[src/rtl/alu_pipe_pkg.sv]
// Opcode constants shared by the ALU pipeline, its controller and the bench.
package alu_pipe_pkg;

  localparam int OP_CODE_SIZE = 3;

  localparam logic [OP_CODE_SIZE-1:0] OP_OR  = 3'b000;
  localparam logic [OP_CODE_SIZE-1:0] OP_XOR = 3'b001;
  localparam logic [OP_CODE_SIZE-1:0] OP_AND = 3'b010;
  localparam logic [OP_CODE_SIZE-1:0] OP_NOT = 3'b011;
  localparam logic [OP_CODE_SIZE-1:0] OP_ADD = 3'b100;
  localparam logic [OP_CODE_SIZE-1:0] OP_SUB = 3'b101;
  localparam logic [OP_CODE_SIZE-1:0] OP_SHL = 3'b110;
  localparam logic [OP_CODE_SIZE-1:0] OP_SHR = 3'b111;

endpackage

[src/rtl/alu_core.sv]
// Combinational ALU: logic, add/sub and single-bit shifts with carry, zero
// and signed-overflow flags.
module alu_core
  import alu_pipe_pkg::*;
#(
  parameter int data_size = 8
) (
  input  logic [data_size-1:0]    a,
  input  logic [data_size-1:0]    b,
  input  logic [OP_CODE_SIZE-1:0] op,
  output logic [data_size-1:0]    result,
  output logic                    carry,
  output logic                    zero,
  output logic                    overflow
);

  localparam int MSB = data_size - 1;

  logic [data_size:0] w_sum;
  logic [data_size:0] w_diff;

  assign w_sum  = {1'b0, a} + {1'b0, b};
  // Subtract as a + ~b + 1 so the top bit reads as "no borrow".
  assign w_diff = {1'b0, a} + {1'b0, ~b} + {{data_size{1'b0}}, 1'b1};

  always_comb begin
    result   = '0;
    carry    = 1'b0;
    overflow = 1'b0;
    case (op)
      OP_OR:  result = a | b;
      OP_XOR: result = a ^ b;
      OP_AND: result = a & b;
      OP_NOT: result = ~a;
      OP_ADD: begin
        result   = w_sum[MSB:0];
        carry    = w_sum[data_size];
        overflow = (a[MSB] == b[MSB]) && (w_sum[MSB] != a[MSB]);
      end
      OP_SUB: begin
        result   = w_diff[MSB:0];
        carry    = w_diff[data_size];
        overflow = (a[MSB] != b[MSB]) && (w_diff[MSB] != a[MSB]);
      end
      OP_SHL: begin
        result = {a[MSB-1:0], 1'b0};
        carry  = a[MSB];
      end
      OP_SHR: begin
        result = {1'b0, a[MSB:1]};
        carry  = a[0];
      end
      default: ;
    endcase
  end

  assign zero = (result == '0);

endmodule

[src/rtl/alu_pipe.sv]
// Two-stage ALU pipeline with valid/ready on both sides; stage 1 holds
// operands, stage 2 holds the computed result and flags.
module alu_pipe
  import alu_pipe_pkg::*;
#(
  parameter int data_size    = 8,
  parameter int op_code_size = OP_CODE_SIZE
) (
  input  logic                    clk,
  input  logic                    reset_in,
  input  logic                    in_valid,
  output logic                    in_ready,
  input  logic [data_size-1:0]    a_in,
  input  logic [data_size-1:0]    b_in,
  input  logic [op_code_size-1:0] op_code,
  output logic                    out_valid,
  input  logic                    out_ready,
  output logic [data_size-1:0]    result_out,
  output logic                    carry_out,
  output logic                    zero_out,
  output logic                    overflow_out
);

  logic                    r_s1_valid;
  logic [data_size-1:0]    r_s1_a;
  logic [data_size-1:0]    r_s1_b;
  logic [op_code_size-1:0] r_s1_op;
  logic                    r_out_valid;
  logic [data_size-1:0]    r_result;
  logic                    r_carry;
  logic                    r_zero;
  logic                    r_overflow;

  logic                    w_s1_load;
  logic                    w_s2_load;
  logic [data_size-1:0]    w_core_result;
  logic                    w_core_carry;
  logic                    w_core_zero;
  logic                    w_core_overflow;

  // Ready ripples back combinationally so a full pipe drains and refills in one edge.
  assign w_s2_load = ~r_out_valid | out_ready;
  assign w_s1_load = ~r_s1_valid | w_s2_load;
  assign in_ready  = w_s1_load;

  alu_core #(
    .data_size(data_size)
  ) u_core (
    .a       (r_s1_a),
    .b       (r_s1_b),
    .op      (r_s1_op),
    .result  (w_core_result),
    .carry   (w_core_carry),
    .zero    (w_core_zero),
    .overflow(w_core_overflow)
  );

  always_ff @(posedge clk or posedge reset_in) begin
    if (reset_in) begin
      r_s1_valid  <= 1'b0;
      r_s1_a      <= '0;
      r_s1_b      <= '0;
      r_s1_op     <= '0;
      r_out_valid <= 1'b0;
      r_result    <= '0;
      r_carry     <= 1'b0;
      r_zero      <= 1'b0;
      r_overflow  <= 1'b0;
    end else begin
      if (w_s1_load) begin
        r_s1_valid <= in_valid;
        if (in_valid) begin
          r_s1_a  <= a_in;
          r_s1_b  <= b_in;
          r_s1_op <= op_code;
        end
      end
      if (w_s2_load) begin
        r_out_valid <= r_s1_valid;
        if (r_s1_valid) begin
          r_result   <= w_core_result;
          r_carry    <= w_core_carry;
          r_zero     <= w_core_zero;
          r_overflow <= w_core_overflow;
        end
      end
    end
  end

  assign out_valid    = r_out_valid;
  assign result_out   = r_result;
  assign carry_out    = r_carry;
  assign zero_out     = r_zero;
  assign overflow_out = r_overflow;

endmodule

[config.mk]
export PLATFORM = sky130hd
export DESIGN_NAME = alu_pipe
export DESIGN_NICKNAME = d
export VERILOG_FILES = /design/src/rtl/alu_pipe_pkg.sv /design/src/rtl/alu_core.sv /design/src/rtl/alu_pipe.sv
export SDC_FILE = /design/constraint.sdc
export NUM_CORES = 1
export LEC_CHECK = 0
export ABC_AREA = 1
export CORE_MARGIN = 5
export CORE_UTILIZATION = 40
export CTS_BUF_LIST = sky130_fd_sc_hd__clkbuf_8
export DETAILED_ROUTE_END_ITERATION = 7
export HOLD_SLACK_MARGIN = 0.12
export PLACE_DENSITY = 0.71
export SYNTH_ARGS = -nofsm -noshare
export SYNTH_HDL_FRONTEND = slang
export SYNTH_SLANG_ARGS = --single-unit
[constraint.sdc]
create_clock -name clk -period 2 [get_ports clk]
set_input_delay 0.3 -clock clk [delete_from_list [all_inputs] [get_ports clk]]
set_output_delay 0.3 -clock clk [all_outputs]
set_load 0.05 [all_outputs]
==> run_results.csv, run 1 <==
group,metric,value,unit
status,status,"finished, violations left",
status,failed_checks,"setup timing",
power,pwr-share-seq,24.4,%
finish,fin_util,55.6,%
die,rows,29,
timing,slew_viol_final,0,
detailed_routing,wl,7.92,mm
global_routing,grt_max_degree,40,
setup_path,end_kind,"flop",
yosys,synth_area,2630,um^2
run,maxCapViolations,0,
power,total_leakage_power,1.78,nW
timing,fmax,0.486,GHz
yosys,netlist-cell-type-count,34,
yosys,ys.flop_type,"dfrtp_1",
yosys,synthTopCellsByArea,"dfrtp_1 (30%), nand2_1 (14%), ha_1 (12%), nand3_1 (7.6%), nor2_1 (7.3%)",
clock_network,max-clock-path-buffers,2,
global_routing,grt_usage,19.0,%
clock_network,numCtsBuffers,5,
finish,finalNetCount,501,
power,p_switching,1.69,mW
yosys,synthArstFlopShare,100,%
timing,finalCriticalPeriod,2.06,ns
global_routing,grt_pass1_wl,12.9,mm
setup_path,crit_required,2.22,ns
place,pre_cts_slack,-0.00416,ns
yosys,synth_commonest_cells,"nand2_1 (96), nor2_1 (51), inv_1 (44), nand3_1 (40), dfrtp_1 (32)",
clock_network,insertion_delay,0.29,ns
die,core-area,6390,um^2
setup_path,r2r_end,"zero_out",
place,dp_hpwl,6.05,mm
finish,fillers,617,
finish,design_area,3550,um^2
detailed_routing,post-route-drc-count,0,
setup_path,crit_end,"zero_out",
clock_network,clockRootBuffer,"clkbuf_8",
clock_network,clock-sinks,32,
yosys,yosysMostFrequentCell,"nand2_1",
power,netSwitchingFraction,45.1,%
detailed_routing,drt_iter0_drc,285,
global_routing,grt_overflow,0,
power,powerDensity,1050,nW/um^2
detailed_routing,vias,2831,
setup_path,r2r.worst_path.cells,12,
yosys,syn_avg_cell_area,6.83,um^2
global_routing,grt_pass1_vias,2681,
setup_path,path_max_fanout,3,
timing,fin_skew,0.00903,ns
setup_path,path_class,"flop to flop",
global_routing,antenna_found_initial,0,
detailed_routing,ant_nets,0,
die,dieArea,8290,um^2
timing,min_period_over_period,103,%
detailed_routing,wire_per_inst,15.0,um
setup_path,cp-start-kind,"flop",
die,start_util,41.2,%
timing,setup_viol,1,
detailed_routing,first_pass_iters,5,
setup_path,r2r_setup_slack,-0.06,ns
yosys,synth-seq-cells,32,
power,vdd_drop_max,0.607,mV
setup_path,worstReg2RegStart,"r_s1_a[0]",
timing,tightest_slew,0.497,ns
clock_network,clkTransAtPathRegs,0.08,ns
yosys,synth_area_leader_cell,"dfrtp_1",
timing,layout_setup_ws,-0.0592,ns
detailed_routing,via_per_inst,5.35,
setup_path,crit_start,"r_s1_a[0]",
power,p_clk_share,19.0,%
timing,grt_setup_unrepaired,"true",
worst_hold_path,hp-class,"primary input to asynchronous set/reset pin",
finish,drive_above_1_share,19.9,%
yosys,yosysSeqAreaShare,30.5,%
place,placed_cell_area,3270,um^2
yosys,synth_top_area_share,30.5,%
power,p_int,2.06,mW
power,total_power,3.75,mW
die,die_h,91.1,um
timing,hold_viol,0,
die,die_w,91.1,um
yosys,syn_inst,385,
yosys,synth_edf_count,0,
place,place.port_buffers,35,
yosys,ys.warnings.count,0,
finish,area_growth,35.1,%
power,combPwrFrac,56.6,%
place,gp_congestion,0.945,
timing,fin_setup_tns,-0.0592,ns
timing,maxSlewHeadroom,66.7,%
clock_network,htreeDepth,2,
die,ios,36,
setup_path,cp.arrival,2.28,ns
finish,antenna_cells,0,
clock_network,cts_tree,"done",
yosys,synth_nets,435,
[critical path, stage by stage, from the launching register on]
cell      delay, ns
dfrtp_1        0.40
ha_2           0.20
inv_2          0.04
fa_2           0.50
nand3b_1       0.10
nand2_1        0.05
nor2_1         0.09
nand3_1        0.12
nor2_1         0.13
nand2_1        0.07
nor2_1         0.09
nand3_1        0.09
o21bai_2       0.11
[power by group through the flow]
stage / Combinational (mW) / Clock, mW / Sequential [mW]
3_5_place_dp: 1.91 / 0 / 0.922
5_1_grt: 2.32 / 0.734 / 0.931
6_report: 2.12 / 0.711 / 0.914
4_1_cts: 1.93 / 0.715 / 0.913
3_3_place_gp: 1.90 / 0 / 0.914
2_1_floorplan: 0.916 / 0 / 1.22
[metrics by stage]
step                cells  hold slack (ns)
global placement      516            0.470
CTS                   525            0.411
detailed placement    516            0.467
finish                529            0.393
global route          529            0.464
floorplan             385            0.416
[cell type report]
type	instances	area [um^2]	share of cell area [%]
repair buffers	71	647	18.2
well taps	77	96.3	2.71
inverters	47	176	4.97
flip-flops and latches	32	802	22.6
multi-input cells	294	1700	48.0
clock inverters	1	30.0	0.846
clock buffers	7	96.3	2.71
[metal layers]
layer | track usage [%] | vias to the layer above | share of wire [%]
met5 | 0 | - | 0
met4 | 5.75 | 0 | 2.7
met3 | 2.31 | 29 | 5.6
met2 | 31.8 | 111 | 47
met1 | 25.6 | 1321 | 44
li1 | - | 1370 | -
[registers in the layout, summed over array words and instances (netlist names)]
| register | count |
|---|---|
| r_s1_valid | 1 |
| r_s1_b | 8 |
| result_out | 8 |
| r_s1_op | 3 |
| r_s1_a | 8 |
| carry_out | 1 |
| out_valid | 1 |
| zero_out | 1 |
| overflow_out | 1 |
[placed cells by master, fill, tap and decap left out, types with 2 or more instances in the layout]
cell type / synthesis / final
or2_2: 2 / 2
a21oi_1: 27 / 26
nand3b_1: 3 / 3
nor2_1: 51 / 49
o21ai_1: 2 / 4
fa_2: 0 / 2
ha_2: 0 / 4
nand2_1: 96 / 88
nor2_2: 1 / 3
buf_12: 0 / 2
nand2_2: 0 / 6
dfrtp_1: 32 / 31
clkdlybuf4s50_1: 0 / 34
nand3_2: 1 / 6
or2_1: 2 / 2
nand2_4: 0 / 2
buf_4: 1 / 34
o21ai_0: 20 / 18
clkbuf_8: 0 / 7
ha_4: 0 / 2
a21oi_2: 2 / 3
inv_2: 3 / 9
nand3_4: 1 / 2
nand4_1: 9 / 9
ha_1: 25 / 19
nand3_1: 40 / 34
inv_1: 44 / 38
[timing repair]
action,in CTS,in global routing
buffers inserted,1,4
pin swaps,0,6
hold buffers,0,0
gates resized for setup,3,37
setup endpoints to repair,1,8
[kinds of logic (layout without fill, tap and decap cells)]
family / Yosys count / in the layout / synth area share, %
AOI/OAI and AO/OA: 57 / 57 / 11.8
xor gates and xnor gates: 1 / 1 / 0.333
adders and majority gates: 27 / 27 / 13.4
buffers and inverters: 59 / 126 / 9.38
DFF: 32 / 32 / 30.5
and+or+nand+nor: 209 / 209 / 34.7
[worst min path at each step]
stage / from / end / cells past startpoint
floorplan: reset_in / carry_out / 1
global placement: result_out[3] / result_out[3] / 2
detailed placement: result_out[1] / result_out[1] / 2
CTS: reset_in / r_s1_valid / 3
global route: reset_in / result_out[1] / 3
finish: reset_in / result_out[2] / 3
Power figures use the tool's default switching activity.
==> inputs of run 2 (changes only) <==
--- a/config.mk
+++ b/config.mk
@@ -11,7 +11,9 @@
 export CTS_BUF_LIST = sky130_fd_sc_hd__clkbuf_8
 export DETAILED_ROUTE_END_ITERATION = 7
 export HOLD_SLACK_MARGIN = 0.12
-export PLACE_DENSITY = 0.71
+export PLACE_DENSITY = 0.75
+export RECOVER_POWER = 25
 export SYNTH_ARGS = -nofsm -noshare
 export SYNTH_HDL_FRONTEND = slang
 export SYNTH_SLANG_ARGS = --single-unit
+export TNS_END_PERCENT = 10
==> run 2 against run 1 <==
  * The run now ends clean
  * First-iteration DRC count down 39%
  * Sequential share of layout area up 0.88 points
  * Wire length down 6.6%
  * Utilization down 2.1 points
  * Critical path depth up 1
  * Final cell count down 1.1%
  * Design area down 3.8%
  * Non-clock buffer count down 6
  * Critical path type unchanged
  * Largest cell class unchanged
  * Largest power group unchanged
==> run_results.csv, run 2 (synthesis results as in run 1) <==
group,metric,value,unit
die,start_util,41.2,%
power,p_int,1.90,mW
timing,fmax,0.500,GHz
detailed_routing,post-route-drc-count,0,
global_routing,antenna_found_initial,0,
timing,grt_setup_unrepaired,"true",
status,status,"completed",
setup_path,r2r_setup_slack,0.001,ns
finish,design_area,3420,um^2
power,total_power,3.50,mW
die,die_w,91.1,um
setup_path,path_max_fanout,3,
timing,finalCriticalPeriod,2.00,ns
power,netSwitchingFraction,45.6,%
timing,slew_viol_final,0,
detailed_routing,vias,2677,
power,vdd_drop_max,0.618,mV
place,gp_congestion,0.987,
place,dp_hpwl,5.92,mm
detailed_routing,first_pass_iters,5,
worst_hold_path,hold_depth,2,
power,pwr-share-seq,26.2,%
power,combPwrFrac,56.0,%
finish,drive_above_1_share,14.3,%
detailed_routing,drt_iter0_drc,174,
place,pre_cts_slack,-0.0450,ns
power,total_leakage_power,1.73,nW
power,powerDensity,1020,nW/um^2
setup_path,r2r_end,"zero_out",
global_routing,grt_usage,18.5,%
clock_network,clockRootBuffer,"clkbuf_8",
global_routing,grt_overflow,0,
power,p_clk_share,17.8,%
detailed_routing,wire_per_inst,14.1,um
global_routing,grt_max_degree,40,
setup_path,worstReg2RegStart,"r_s1_a[0]",
finish,layout_common_cells,"nand2_1 (94), nor2_1 (51), inv_1 (43)",
clock_network,cts_tree,"done",
setup_path,cp.arrival,2.22,ns
setup_path,end_kind,"flop",
timing,layout_setup_ws,0.00145,ns
timing,min_period_over_period,99.9,%
finish,area_growth,30.0,%
clock_network,clkTransAtPathRegs,0.08,ns
detailed_routing,via_per_inst,5.12,
global_routing,grt_pass1_vias,2611,
die,rows,29,
power,p_switching,1.60,mW
timing,maxSlewHeadroom,43.5,%
timing,setup_viol,0,
timing,hold_viol,0,
setup_path,r2r.worst_path.cells,13,
worst_hold_path,hp-class,"flop to flop",
clock_network,max-clock-path-buffers,2,
worst_hold_path,hp-start,"carry_out",
place,place.port_buffers,35,
finish,final_cells,523,
clock_network,numCtsBuffers,5,
setup_path,path_class,"flop to flop",
timing,tightest_slew,0.848,ns
detailed_routing,ant_nets,0,
run,maxCapViolations,0,
worst_hold_path,holdPathEnd,"carry_out",
global_routing,grt_pass1_wl,12.6,mm
die,core-area,6390,um^2
setup_path,crit_required,2.22,ns
timing,whs,0.480,ns
timing,fin_skew,0.00743,ns
finish,layout_commonest_cell,"nand2_1",
clock_network,clock-sinks,32,
setup_path,cp-start-kind,"flop",
die,dieArea,8290,um^2
clock_network,insertion_delay,0.29,ns
detailed_routing,wl,7.40,mm
clock_network,htreeDepth,2,
finish,finalNetCount,495,
die,die_h,91.1,um
finish,antenna_cells,0,
place,placed_cell_area,3240,um^2
place,place_inst,513,
die,ios,36,
run 2: cell types whose count changed in the layout (fill, tap and decap cells not counted), sizes merged:
cell and change:
buf -7, clkbuf -1, clkdlybuf4s50 -2, clkinv +1, dlygate4sd3 +2, inv +1
run 2: repair_timing:
item | in CTS | in global routing
endpoints found under the hold margin | 0 | 0
endpoints found under the setup margin | 1 | 7
resized for setup | 1 | 16
hold buffers | 0 | 0
buffers inserted | 1 | 1
run 2: critical path: stages, from the launching register on:
cell and delay [ns]:
dfrtp_1 0.38, inv_1 0.07, ha_1 0.21, inv_2 0.07, fa_2 0.43, nand4_1 0.10
nand2_1 0.06, nor2_1 0.09, nand3_1 0.10, nor2_1 0.10, nand2_1 0.06, nor2_1 0.08
nand3_1 0.09, o21bai_2 0.10
run 2: through the flow:
step,TNS [ns],utilization [%]
floorplan,0,-
global placement,-0.0566,50.8
detailed placement,-0.0450,50.8
CTS,0,52.6
global route,-0.192,53.5
finish,0,53.5
run 2: worst max-delay path by stage:
stage | from | end | slack [ns] | depth (start not counted)
after floorplan | out_valid | r_s1_a[3] | 0.04 | 5
after global placement | r_s1_a[1] | zero_out | -0.06 | 13
after detailed placement | r_s1_a[1] | zero_out | -0.05 | 13
after CTS | r_s1_b[0] | zero_out | 0.004 | 14
after global routing | r_s1_a[0] | zero_out | -0.17 | 13
final | r_s1_a[0] | zero_out | 0.001 | 13
run 2: area by class of cell:
class | count | area (um^2)
Clock buffer | 5 | 68.8
Fill cell | 614 | 2970
Inverter | 47 | 176
Clock inverter | 3 | 38.8
Sequential cell | 32 | 802
Multi-Input combinational cell | 294 | 1640
Timing Repair Buffer | 65 | 596
Tap cell | 77 | 96.3
run 2: routing by layer:
layer | vias up | GRT usage (%) | wire [um]
met5 | - | 0 | 0
met4 | 0 | 6.11 | 184
met3 | 12 | 2.07 | 358
met2 | 85 | 30.7 | 3440
met1 | 1222 | 24.9 | 3420
li1 | 1358 | - | -
run 2: power groups by stage:
stage	registers [mW]	logic, mW	clock network (mW)
detailed placement	0.931	1.88	0
global placement	0.923	1.87	0
CTS	0.915	1.90	0.634
global route	0.940	2.16	0.656
floorplan	1.22	0.916	0
finish	0.916	1.96	0.624
